File: src/rtl/dm_dump_unit.sv
// Dump engine: walks dm_ram from address 0 to DUMP_WORDS-1 and streams each
// word to the UART transmitter as two bytes, high byte first.
module dm_dump_unit #(
   parameter int ADDR_LENGTH = 11,
   parameter int DATA_LENGTH = 16,
   parameter int DUMP_WORDS  = 512,
   parameter int BYTE_WIDTH  = 8
) (
   input  logic                   i_clk,
   input  logic                   i_reset,
   input  logic                   i_start,
   output logic [ADDR_LENGTH-1:0] o_Addr,
   output logic                   o_Rd,
   input  logic [DATA_LENGTH-1:0] i_Data,
   output logic [BYTE_WIDTH-1:0]  o_tx_data,
   output logic                   o_tx_start,
   input  logic                   i_tx_done,
   output logic                   o_busy,
   output logic                   o_done
);

   // state   | meaning
   // IDLE    | waiting for i_start
   // READ    | o_Rd high, address presented
   // LATCH   | o_Rd held, word captured from i_Data
   // SEND_HI | launch high byte
   // WAIT_HI | wait for tx done of high byte
   // SEND_LO | launch low byte
   // WAIT_LO | wait for tx done of low byte
   // NEXT    | last-word compare, else advance address
   // DONE    | completion pulse, address back to 0
   typedef enum logic [3:0] {
      IDLE, READ, LATCH, SEND_HI, WAIT_HI, SEND_LO, WAIT_LO, NEXT, DONE
   } state_t;

   localparam logic [ADDR_LENGTH-1:0] LAST_ADDR = ADDR_LENGTH'(DUMP_WORDS - 1);

   state_t                 state_q, state_d;
   logic [ADDR_LENGTH-1:0] cnt_q, cnt_d;
   logic [DATA_LENGTH-1:0] word_q, word_d;
   logic [BYTE_WIDTH-1:0]  tx_data_q, tx_data_d;
   logic                   rd_q, rd_d;
   logic                   tx_start_q, tx_start_d;
   logic                   busy_q, busy_d;
   logic                   done_q, done_d;

   always_comb begin
      state_d = state_q;
      cnt_d   = cnt_q;
      word_d  = word_q;
      case (state_q)
         IDLE: begin
            if (i_start) begin
               cnt_d   = '0;
               state_d = READ;
            end
         end
         READ:    state_d = LATCH;
         LATCH: begin
            word_d  = i_Data;
            state_d = SEND_HI;
         end
         SEND_HI: state_d = WAIT_HI;
         WAIT_HI: if (i_tx_done) state_d = SEND_LO;
         SEND_LO: state_d = WAIT_LO;
         WAIT_LO: if (i_tx_done) state_d = NEXT;
         NEXT: begin
            // compare before increment so a full-range dump never wraps
            if (cnt_q == LAST_ADDR) begin
               state_d = DONE;
            end else begin
               cnt_d   = cnt_q + ADDR_LENGTH'(1);
               state_d = READ;
            end
         end
         DONE: begin
            cnt_d   = '0;
            state_d = IDLE;
         end
         default: state_d = IDLE;
      endcase
   end

   // outputs are registered from the next state so they align with it
   always_comb begin
      rd_d       = (state_d == READ) || (state_d == LATCH);
      tx_start_d = (state_d == SEND_HI) || (state_d == SEND_LO);
      busy_d     = (state_d != IDLE);
      done_d     = (state_d == DONE);
      tx_data_d  = tx_data_q;
      if (state_d == SEND_HI)
         tx_data_d = word_d[DATA_LENGTH-1 -: BYTE_WIDTH];
      else if (state_d == SEND_LO)
         tx_data_d = word_d[BYTE_WIDTH-1:0];
   end

   always_ff @(posedge i_clk or posedge i_reset) begin
      if (i_reset) begin
         state_q    <= IDLE;
         cnt_q      <= '0;
         word_q     <= '0;
         tx_data_q  <= '0;
         rd_q       <= 1'b0;
         tx_start_q <= 1'b0;
         busy_q     <= 1'b0;
         done_q     <= 1'b0;
      end else begin
         state_q    <= state_d;
         cnt_q      <= cnt_d;
         word_q     <= word_d;
         tx_data_q  <= tx_data_d;
         rd_q       <= rd_d;
         tx_start_q <= tx_start_d;
         busy_q     <= busy_d;
         done_q     <= done_d;
      end
   end

   assign o_Addr     = cnt_q;
   assign o_Rd       = rd_q;
   assign o_tx_data  = tx_data_q;
   assign o_tx_start = tx_start_q;
   assign o_busy     = busy_q;
   assign o_done     = done_q;

endmodule

File: config.mk
export PLATFORM = sky130hd
export DESIGN_NAME = dm_dump_unit
export DESIGN_NICKNAME = d
export VERILOG_FILES = /design/src/rtl/dm_dump_unit.sv
export SDC_FILE = /design/constraint.sdc
export NUM_CORES = 1
export LEC_CHECK = 0
export ABC_AREA = 1
export ABC_CLOCK_PERIOD_IN_PS = 3200
export BUFFER_PORTS_ARGS = -buffer_cell sky130_fd_sc_hd__buf_2
export CAP_MARGIN = 30
export CORE_ASPECT_RATIO = 0.75
export CORE_MARGIN = 2
export CORE_UTILIZATION = 35
export CTS_CLUSTER_DIAMETER = 150
export CTS_CLUSTER_SIZE = 25
export DETAILED_ROUTE_END_ITERATION = 7
export PLACE_DENSITY = 0.59
export SLEW_MARGIN = 20
export SYNTH_ARGS = -nofsm -noshare
export SYNTH_HDL_FRONTEND = slang
export SYNTH_SLANG_ARGS = --single-unit
File: constraint.sdc
create_clock -name i_clk -period 3.2 [get_ports i_clk]
set_input_delay 0.48 -clock i_clk [delete_from_list [all_inputs] [get_ports i_clk]]
set_output_delay 0.48 -clock i_clk [all_outputs]
set_load 0.01 [all_outputs]
==> out/results.tsv <==
metric	value	unit
slowest CP cell	dfrtp_1	
clock skew	0.00364	ns
delay-heaviest family, CP	simple AND/OR/NAND/NOR gates	
endpoints failing setup	0	
highest clock rate	587	MHz
Arr. time, crit path	1.87	ns
Reg2Reg Launch Point	o_Addr[0]	
synthesized area	0.00177	mm^2
initial antenna violation count	0	
pin count of the biggest net entering global routing	36	
MaxCap Viol Count	0	
Synth top cells by count	nand2_1, dfrtp_1, nand3_1	
violation count after the first detailed-routing iteration	85	
worst path required time	3.37	ns
Chip Width	86.0	um
FF-to-FF path depth	9	
layout filler cell count	508	
clock latency on the worst-skew pair	0.27	ns
CTS Root Cell	clkbuf_8	
top cells by area, synth	dfrtp_1, nand2_1, nand3_1	
RSZ-0062 raised after global routing	no	
CTS tree	done	
ys async rst share	1.00	
fin area	0.00212	mm^2
worst-path cell chain	ha_1 -> nand3_1 -> clkinv_1 -> nand3_2 -> nand2_4 -> nand2_4 -> nand2_4 -> nand2_1 -> nand2_1	
H-tree depth	2	
Top FF cell, synth	dfrtp_1	
setup bufs post-CTS	0	
EDFF count, synth	0	
global route total overflow	0	
Initial Util	0.362	
Worst Setup SP	o_Addr[0]	
Inserted Diodes	0	
Startpoint Class	register	
drt total wl	3840	um
Hold Violations, Final	0	
synthesis warning total	0	
vias per inst	4.62	
die area	0.00563	mm^2
hpwl dp	2870	um
core area	0.00487	mm^2
Max clock buf depth	2	
I/O pin total	43	
worst vdd ir	0.284	mV
CP peak stage delay	0.48	ns
Area after DPL	0.00203	mm^2
status	complete, no violations	
layout cells sized above 1	0.255	
Worst path depth	9	
vias post-DR	1543	
Reg clk slew, reported paths	0.07	ns
Area Overhead vs Synth	20.2	%
clock sinks	35	
drt pass-1 iters	4	
DRC	0	
# nets final	295	
Setup TNS	0	ns
number of global-route vias before repair	1500	
GPL Wtd Cong	0.765	
wire per inst	11.5	um
syn_nets	248	
Cells after DPL	327	
sequential share of the synthesized area	0.496	
post-CTS sizing	0	
Worst Path Buf+Inv	1	
top-count cell post-synth	nand2_1	
Most common cell on crit path	nand2_4	
post-route ant nets	0	
Total GRT Usage	0.154	
Rows	22	
Worst Tran Pin Value	0.445	ns
synthesis-stage register bit count	35	
Final WS setup	1.50	ns
biggest area consumer among synthesized cells	dfrtp_1	
reg2reg end	o_Addr[4]	
Crit Path Max Fanout	11	
PortBufs	42	
cts hold-fix bufs	0	
Mapped Avg Cell Area	7.78	um^2
Worst setup endpoint	o_Addr[4]	
Tcrit/Tclk final	0.532	
die height	65.5	um
Post-Layout Cell Count	334	
Cell Pwr Density	830	mW/mm^2
endpoint class of the critical path	register	
leakage	0.00115	uW
final core utilization	0.436	
Reg2Reg Setup Slack	1.50	ns
max-slew violations	0	
CTS Buf Count	5	
DP Worst Slack	1.49	ns
first-pass GRT wire length	6840	um
Final min period	1.70	ns
Post-Synthesis Cells	227	
Worst Hold Class	in -> async	
kind of critical path	reg -> reg	
max_slew headroom	0.703	
Netlist cell types	25	
Synth top area share	0.496	
==> kinds of logic after synthesis <==
| group | Yosys count | share of synthesized area |
|---|---|---|
| buffers and inverters | 27 | 0.0673 |
| and+or+nand+nor | 153 | 0.387 |
| DFF | 35 | 0.496 |
| adders and majority gates | 1 | 0.00709 |
| AOI/OAI and AO/OA | 10 | 0.0376 |
| xor gates and xnor gates | 1 | 0.00496 |
==> area by class of cell <==
cell class	count	area [um^2]	share of cell area
sequential	35	876	0.413
multi-input combinational	165	771	0.363
timing repair buffer	43	218	0.103
inverter	24	95.1	0.0448
clock buffer	6	82.6	0.0389
tap	60	75.1	0.0354
clock inverter	1	5.00	0.00236
==> state kept, by name, indices dropped and copies added (netlist names) <==
name / count
o_Addr: 11
o_Rd: 1
o_busy: 1
o_done: 1
o_tx_data: 8
o_tx_start: 1
state_q: 4
word_q: 8
==> stage by stage <==
step	hold WS (ns)	power, uW
after floorplan	0.443	1250
after global routing	0.340	1930
after detailed placement	0.462	1460
after CTS	0.310	1780
final	0.292	1760
after global placement	0.460	1450
==> power by group <==
part	internal [uW]	switching, uW	leakage, uW
Sequential	605	118	0.000444
Combinational	255	469	0.000658
Clock	169	145	0.0000470
==> worst register-to-register path: stages, from the launching register on <==
cell	delay [ns]
dfrtp_1	0.48
ha_1	0.32
nand3_1	0.17
clkinv_1	0.12
nand3_2	0.10
nand2_4	0.07
nand2_4	0.09
nand2_4	0.12
nand2_1	0.09
nand2_1	0.05
==> worst min-delay path by stage <==
| stage | slack [ns] | end | startpoint |
|---|---|---|---|
| final | 0.29 | o_Addr[3] | i_reset |
| after global routing | 0.34 | word_q[4] | i_reset |
| after CTS | 0.31 | word_q[3] | i_reset |
| after detailed placement | 0.46 | word_q[7] | word_q[7] |
| after global placement | 0.46 | word_q[4] | word_q[4] |
| after floorplan | 0.44 | word_q[2] | word_q[2] |
==> layer usage <==
| metal | part of all wire | up-vias | global-route usage |
|---|---|---|---|
| met5 | 0 | - | 0 |
| li1 | - | 811 | - |
| met3 | 0.028 | 0 | 0.0377 |
| met2 | 0.44 | 19 | 0.238 |
| met4 | 0 | 0 | 0.0417 |
| met1 | 0.54 | 713 | 0.215 |
==> layout by cell type (no fill, tap or decap), drive strengths merged, types with 3 or more instances in the layout <==
master  count
nand2     100
buf        43
dfrtp      35
nand3      22
nor2       22
inv        22
clkbuf      6
o211ai      5
nand4       4
a31oi       3
clkinv      3
Note: power is estimated with default switching activity, not from simulation.
